`src/rtl/seq_alu_unit.sv`:
```
// Multi-cycle handshaked ALU: single-cycle logic/arith/shift ops, iterative
// shift-add multiply and restoring divide, one operation in flight.
module seq_alu_unit #(
  parameter int ALU_SIZE = 8
) (
  input  logic                clk,
  input  logic                rst_n,
  input  logic                in_valid,
  output logic                in_ready,
  input  logic [ALU_SIZE-1:0] alu_in_a,
  input  logic [ALU_SIZE-1:0] alu_in_b,
  input  logic [3:0]          alu_sel,
  output logic                out_valid,
  input  logic                out_ready,
  output logic [ALU_SIZE-1:0] alu_out,
  output logic [ALU_SIZE-1:0] alu_rem,
  output logic                carry_out,
  output logic                zero_flag,
  output logic                div_zero
);

  localparam int SHAMT_W = $clog2(ALU_SIZE);

  localparam logic [3:0] OP_ADD  = 4'h0;
  localparam logic [3:0] OP_SUB  = 4'h1;
  localparam logic [3:0] OP_MUL  = 4'h2;
  localparam logic [3:0] OP_DIV  = 4'h3;
  localparam logic [3:0] OP_SHL  = 4'h4;
  localparam logic [3:0] OP_SHR  = 4'h5;
  localparam logic [3:0] OP_ROL  = 4'h6;
  localparam logic [3:0] OP_ROR  = 4'h7;
  localparam logic [3:0] OP_AND  = 4'h8;
  localparam logic [3:0] OP_OR   = 4'h9;
  localparam logic [3:0] OP_XOR  = 4'hA;
  localparam logic [3:0] OP_NOR  = 4'hB;
  localparam logic [3:0] OP_NAND = 4'hC;
  localparam logic [3:0] OP_XNOR = 4'hD;
  localparam logic [3:0] OP_GT   = 4'hE;
  localparam logic [3:0] OP_EQ   = 4'hF;

  typedef enum logic [1:0] {S_IDLE, S_BUSY, S_DONE} state_t;

  state_t              r_state;
  logic [SHAMT_W-1:0]  r_cnt;
  logic                r_is_div;
  logic [ALU_SIZE-1:0] r_opnd;
  logic [ALU_SIZE-1:0] r_hi;
  logic [ALU_SIZE-1:0] r_lo;
  logic [ALU_SIZE-1:0] r_out;
  logic [ALU_SIZE-1:0] r_rem;
  logic                r_carry;
  logic                r_zero;
  logic                r_dz;

  logic [ALU_SIZE:0]   w_add;
  logic [SHAMT_W-1:0]  w_shamt;
  logic [SHAMT_W-1:0]  w_rot;
  logic [ALU_SIZE-1:0] w_res;
  logic [ALU_SIZE-1:0] w_rem;
  logic                w_carry;
  logic                w_dz;
  logic                w_start_iter;
  logic [ALU_SIZE:0]   w_sum;
  logic [ALU_SIZE:0]   w_trial;
  logic [ALU_SIZE:0]   w_diff;
  logic [ALU_SIZE-1:0] w_hi_nxt;
  logic [ALU_SIZE-1:0] w_lo_nxt;

  assign in_ready  = (r_state == S_IDLE);
  assign out_valid = (r_state == S_DONE);
  assign alu_out   = r_out;
  assign alu_rem   = r_rem;
  assign carry_out = r_carry;
  assign zero_flag = r_zero;
  assign div_zero  = r_dz;

  assign w_add        = {1'b0, alu_in_a} + {1'b0, alu_in_b};
  assign w_shamt      = alu_in_b[SHAMT_W-1:0];
  assign w_start_iter = (alu_sel == OP_MUL) || ((alu_sel == OP_DIV) && (alu_in_b != '0));

  // Rotate amount folded into 0..ALU_SIZE-1; only matters for non-power-of-2 widths
  always_comb begin
    w_rot = w_shamt;
    if ({1'b0, w_shamt} >= (SHAMT_W + 1)'(ALU_SIZE))
      w_rot = w_shamt - SHAMT_W'(ALU_SIZE);
  end

  always_comb begin
    w_res   = '0;
    w_rem   = '0;
    w_carry = 1'b0;
    w_dz    = 1'b0;
    case (alu_sel)
      OP_ADD: begin
        w_res   = w_add[ALU_SIZE-1:0];
        w_carry = w_add[ALU_SIZE];
      end
      OP_SUB: begin
        w_res   = alu_in_a - alu_in_b;
        w_carry = (alu_in_a < alu_in_b);
      end
      OP_MUL:  w_res = '0;
      OP_DIV: begin
        if (alu_in_b == '0) begin
          w_res = '1;
          w_rem = alu_in_a;
          w_dz  = 1'b1;
        end
      end
      OP_SHL:  w_res = alu_in_a << w_shamt;
      OP_SHR:  w_res = alu_in_a >> w_shamt;
      OP_ROL:  w_res = (alu_in_a << w_rot) | (alu_in_a >> (32'(ALU_SIZE) - 32'(w_rot)));
      OP_ROR:  w_res = (alu_in_a >> w_rot) | (alu_in_a << (32'(ALU_SIZE) - 32'(w_rot)));
      OP_AND:  w_res = alu_in_a & alu_in_b;
      OP_OR:   w_res = alu_in_a | alu_in_b;
      OP_XOR:  w_res = alu_in_a ^ alu_in_b;
      OP_NOR:  w_res = ~(alu_in_a | alu_in_b);
      OP_NAND: w_res = ~(alu_in_a & alu_in_b);
      OP_XNOR: w_res = ~(alu_in_a ^ alu_in_b);
      OP_GT:   w_res = {{(ALU_SIZE-1){1'b0}}, (alu_in_a > alu_in_b)};
      OP_EQ:   w_res = {{(ALU_SIZE-1){1'b0}}, (alu_in_a == alu_in_b)};
    endcase
  end

  // Shared iteration datapath: mul keeps {partial product, multiplier} in {hi, lo},
  // div keeps {partial remainder, dividend/quotient} in {hi, lo}.
  assign w_sum   = {1'b0, r_hi} + (r_lo[0] ? {1'b0, r_opnd} : '0);
  assign w_trial = {r_hi, r_lo[ALU_SIZE-1]};
  assign w_diff  = w_trial - {1'b0, r_opnd};

  always_comb begin
    if (r_is_div) begin
      if (!w_diff[ALU_SIZE]) begin
        w_hi_nxt = w_diff[ALU_SIZE-1:0];
        w_lo_nxt = {r_lo[ALU_SIZE-2:0], 1'b1};
      end else begin
        w_hi_nxt = w_trial[ALU_SIZE-1:0];
        w_lo_nxt = {r_lo[ALU_SIZE-2:0], 1'b0};
      end
    end else begin
      {w_hi_nxt, w_lo_nxt} = {w_sum, r_lo[ALU_SIZE-1:1]};
    end
  end

  always_ff @(posedge clk or negedge rst_n) begin
    if (!rst_n) begin
      r_state  <= S_IDLE;
      r_cnt    <= '0;
      r_is_div <= 1'b0;
      r_opnd   <= '0;
      r_hi     <= '0;
      r_lo     <= '0;
      r_out    <= '0;
      r_rem    <= '0;
      r_carry  <= 1'b0;
      r_zero   <= 1'b0;
      r_dz     <= 1'b0;
    end else begin
      case (r_state)
        S_IDLE: begin
          if (in_valid) begin
            if (w_start_iter) begin
              r_state  <= S_BUSY;
              r_cnt    <= '0;
              r_is_div <= (alu_sel == OP_DIV);
              r_opnd   <= (alu_sel == OP_DIV) ? alu_in_b : alu_in_a;
              r_hi     <= '0;
              r_lo     <= (alu_sel == OP_DIV) ? alu_in_a : alu_in_b;
            end else begin
              r_state <= S_DONE;
              r_out   <= w_res;
              r_rem   <= w_rem;
              r_carry <= w_carry;
              r_zero  <= (w_res == '0);
              r_dz    <= w_dz;
            end
          end
        end
        S_BUSY: begin
          r_hi  <= w_hi_nxt;
          r_lo  <= w_lo_nxt;
          r_cnt <= r_cnt + SHAMT_W'(1);
          if (r_cnt == SHAMT_W'(ALU_SIZE - 1)) begin
            r_state <= S_DONE;
            r_out   <= w_lo_nxt;
            r_rem   <= r_is_div ? w_hi_nxt : '0;
            r_carry <= !r_is_div && (|w_hi_nxt);
            r_zero  <= (w_lo_nxt == '0);
            r_dz    <= 1'b0;
          end
        end
        S_DONE: begin
          if (out_ready)
            r_state <= S_IDLE;
        end
        default: r_state <= S_IDLE;
      endcase
    end
  end

endmodule

```
`config.mk`:
```
export PLATFORM = sky130hd
export DESIGN_NAME = seq_alu_unit
export DESIGN_NICKNAME = d
export VERILOG_FILES = /design/src/rtl/seq_alu_unit.sv
export SDC_FILE = /design/constraint.sdc
export NUM_CORES = 1
export LEC_CHECK = 0
export CAP_MARGIN = 20
export CELL_PAD_IN_SITES_DETAIL_PLACEMENT = 1
export CELL_PAD_IN_SITES_GLOBAL_PLACEMENT = 1
export CORE_ASPECT_RATIO = 1.2
export CORE_UTILIZATION = 45
export DETAILED_ROUTE_END_ITERATION = 10
export DONT_BUFFER_PORTS = 1
export HOLD_SLACK_MARGIN = 0.02
export PLACE_DENSITY_LB_ADDON = 0.25
export SYNTH_ARGS = -nofsm -noshare
export SYNTH_HDL_FRONTEND = slang
export SYNTH_SLANG_ARGS = --single-unit
```
`constraint.sdc`:
```
create_clock -name clk -period 6.34 [get_ports clk]
set_input_delay 1.268 -clock clk [delete_from_list [all_inputs] [get_ports clk]]
set_output_delay 1.268 -clock clk [all_outputs]
set_load 0.02 [all_outputs]
```
==> run_results.csv <==
group,metric,value,unit
power_and_ir_drop,power_leakage,0.00253,uW
sta,tightest_slew,1040,ps
sta,max-slew-margin-rel,30.6,%
synth,ys_seq_area_share,21.4,%
synth,yosys-top-cells-count,"nand2_1, nor2_1, a21oi_1",
min_path,holdCritPathClass,"register to register",
final_layout,final_nets,779,
clocking,cts_buffers,5,
synth,synth_top_family_by_area,"compound AO/OA/AOI/OAI gates",
synth,synthFlopType,"dfrtp_1",
power_and_ir_drop,p_total,1880,uW
status,status,"completed",
routing,drc_errors,0,
synth,synth_fa_ha_area_share,11.0,%
clocking,cts_tree,"yes",
placed_design,hpwlAfterDp,16700,um
power_and_ir_drop,irDropWorstVdd,0.000173,V
clocking,clkSinkCount,49,
routing,viasPerCell,6.58,
synth,syn_nets,817,
global_routing,met3_usage,4.14,%
clocking,insertion_delay,290,ps
global_routing,top_usage_layer,"met2",
synth,synth_edf_count,0,
synth,syn_avg_cell_area,7.71,sq um
synth,yosysMostFrequentCell,"nand2_1",
worst_setup_path,worst_ep_required_time,6480,ps
die,die_area,0.0132,sq mm
power_and_ir_drop,powerDensity,319,mW/mm^2
placed_design,io_buffers,0,
synth,netlist_area,0.00574,sq mm
die,core,0.0123,sq mm
global_routing,gr-total-overflow,0,
synth,synth_cell_types,82,
final_layout,area_growth,2.44,%
final_layout,fin_util,47.9,%
die,die_h,126,um
job,drv_cap,0,
synth,synth-compound-area-share,27.5,%
clocking,cts_resized,0,
sta,final.setup_skew,9.30,ps
global_routing,grt_pass1_vias,6001,
sta,finalSetupViolCount,0,
routing,drt_iter0_drc,317,
routing,vias,5717,
synth,ys_seq_elements,49,
global_routing,antenna_found_initial,0,
routing,first_pass_iters,4,
routing,wl_per_cell,25.0,um
clocking,post_cts_buffers,0,
global_routing,grt_max_degree,50,
clocking,clock_path_buffers,2,
clocking,htree_num_levels,2,
clocking,cts.reportedPaths.clkPinSlew,60,ps
sta,fin_crit,3970,ps
placed_design,gp_congestion,1.03,
sta,rsz0062_at_grt,"false",
routing,wl,21700,um
clocking,ctsHoldBuffers,0,
sta,finalHoldViolCount,0,
die,die_w,105,um
worst_setup_path,start_kind,"input port",
synth,synthMuxAreaShare,9.15,%
sta,fin_setup_tns,0,ps
final_layout,drive_above_1_share,5.93,%
synth,syn_inst,745,
synth,synth_top_cell_by_area,"dfrtp_1",
sta,fmax,252,MHz
worst_setup_path,crit_fanout,29,
die,rows,44,
synth,async_reset_ff_share,100,%
global_routing,grt_use_total,33.2,%
global_routing,gr-usage-met1,37.4,%
global_routing,use_met2,58.4,%
global_routing,grt_pass1_wl,33900,um
clocking,cts-root-buf,"clkbuf_16",
synth,yosys-top-cells-area,"dfrtp_1, ha_1, mux2i_1",
synth,yosys.area_share.simple,21.1,%
final_layout,insertedDiodeCount,0,
synth,ys_warn_count,0,
synth,synth_xor_area_share,3.20,%
worst_setup_path,worstPathArrival,4120,ps
die,start_util,46.8,%
worst_setup_path,critical_path_class,"input port to register",
sta,fin_crit_sh,62.7,%
routing,ant_nets,0,
worst_setup_path,end_kind,"register",
synth,synthDominantCellAreaShare,21.4,%
die,io_pins,45,
sta,drv_slew,0,
==> final cells by class <==
type                       count  area, sq um
timing repair buffer           3         22.5
fill                        1531         6390
clock buffer                   7          133
inverter                      43          161
tap                          161          201
clock inverter                 1         7.51
sequential                    49         1230
multi-input combinational    605         4130
==> report_power, final <==
group | switching [uW] | internal [uW] | total (uW) | leakage [uW]
logic | 606 | 431 | 1040 | 0.00185
registers | 158 | 420 | 578 | 0.000619
clock network | 116 | 147 | 263 | 0.0000641
total | 880 | 998 | 1880 | 0.00253
==> through the flow <==
stage	setup slack [ps]	cells	hold WS [ps]	area, sq um
final	2370	869	511	5880
after global routing	2100	869	528	5880
after CTS	2410	869	508	5880
after detailed placement	2100	861	494	5740
after global placement	2180	861	484	5740
after floorplan	2200	745	464	5740
==> placed cells by master (no fill, tap or decap), types with 20 or more instances in the layout <==
master	Yosys	final
a21oi_1	62	62
dfrtp_1	49	49
ha_1	44	44
inv_1	39	39
mux2i_1	33	33
nand2_1	74	74
nand3_1	20	20
nor2_1	70	70
nor3_1	21	21
o21ai_0	51	51
==> worst max-delay path, stage by stage <==
cell,delay (ps)
inv_1,120
ha_1,320
nor4b_1,200
and2_1,170
nor4_1,630
nand3_1,780
a211oi_1,550
a21oi_1,70
==> state kept, by name, summed over array words and instances (netlist names) <==
signal and count:
alu_out 8, alu_rem 8, r_hi 8, r_lo 8
r_opnd 8, r_cnt 3, r_state 2, carry_out 1
div_zero 1, r_is_div 1, zero_flag 1
==> metal layers <==
metal,up-vias,routed length [um]
met4,0,1550
met3,82,1040
met2,199,10600
met5,-,0
met1,2803,8470
li1,2633,-
==> logic make-up (layout without fill, tap and decap cells) <==
group           after synthesis  in the layout
compound gates              237            237
buf+inv                      91             54
fa+ha+maj                    48             48
simple gates                253            253
flops                        49             49
mux                          49             49
xor+xnor                     18             18
==> worst paths after layout <==
path / startpoint / to / slack [ps] / depth (start not counted)
setup / recovery: alu_in_b[0] / r_opnd[2] / 2370 / 8
hold / removal: r_lo[7] / r_lo[7] / 510 / 1
setup reg to reg: r_lo[7] / carry_out / 2820 / 13
hold reg to reg: r_lo[7] / r_lo[7] / 510 / 1
max in group asynchronous: rst_n / r_opnd[2] / 5580 / 0
min in group asynchronous: rst_n / alu_rem[5] / 670 / 0
Note: power is estimated with default switching activity, not from simulation.
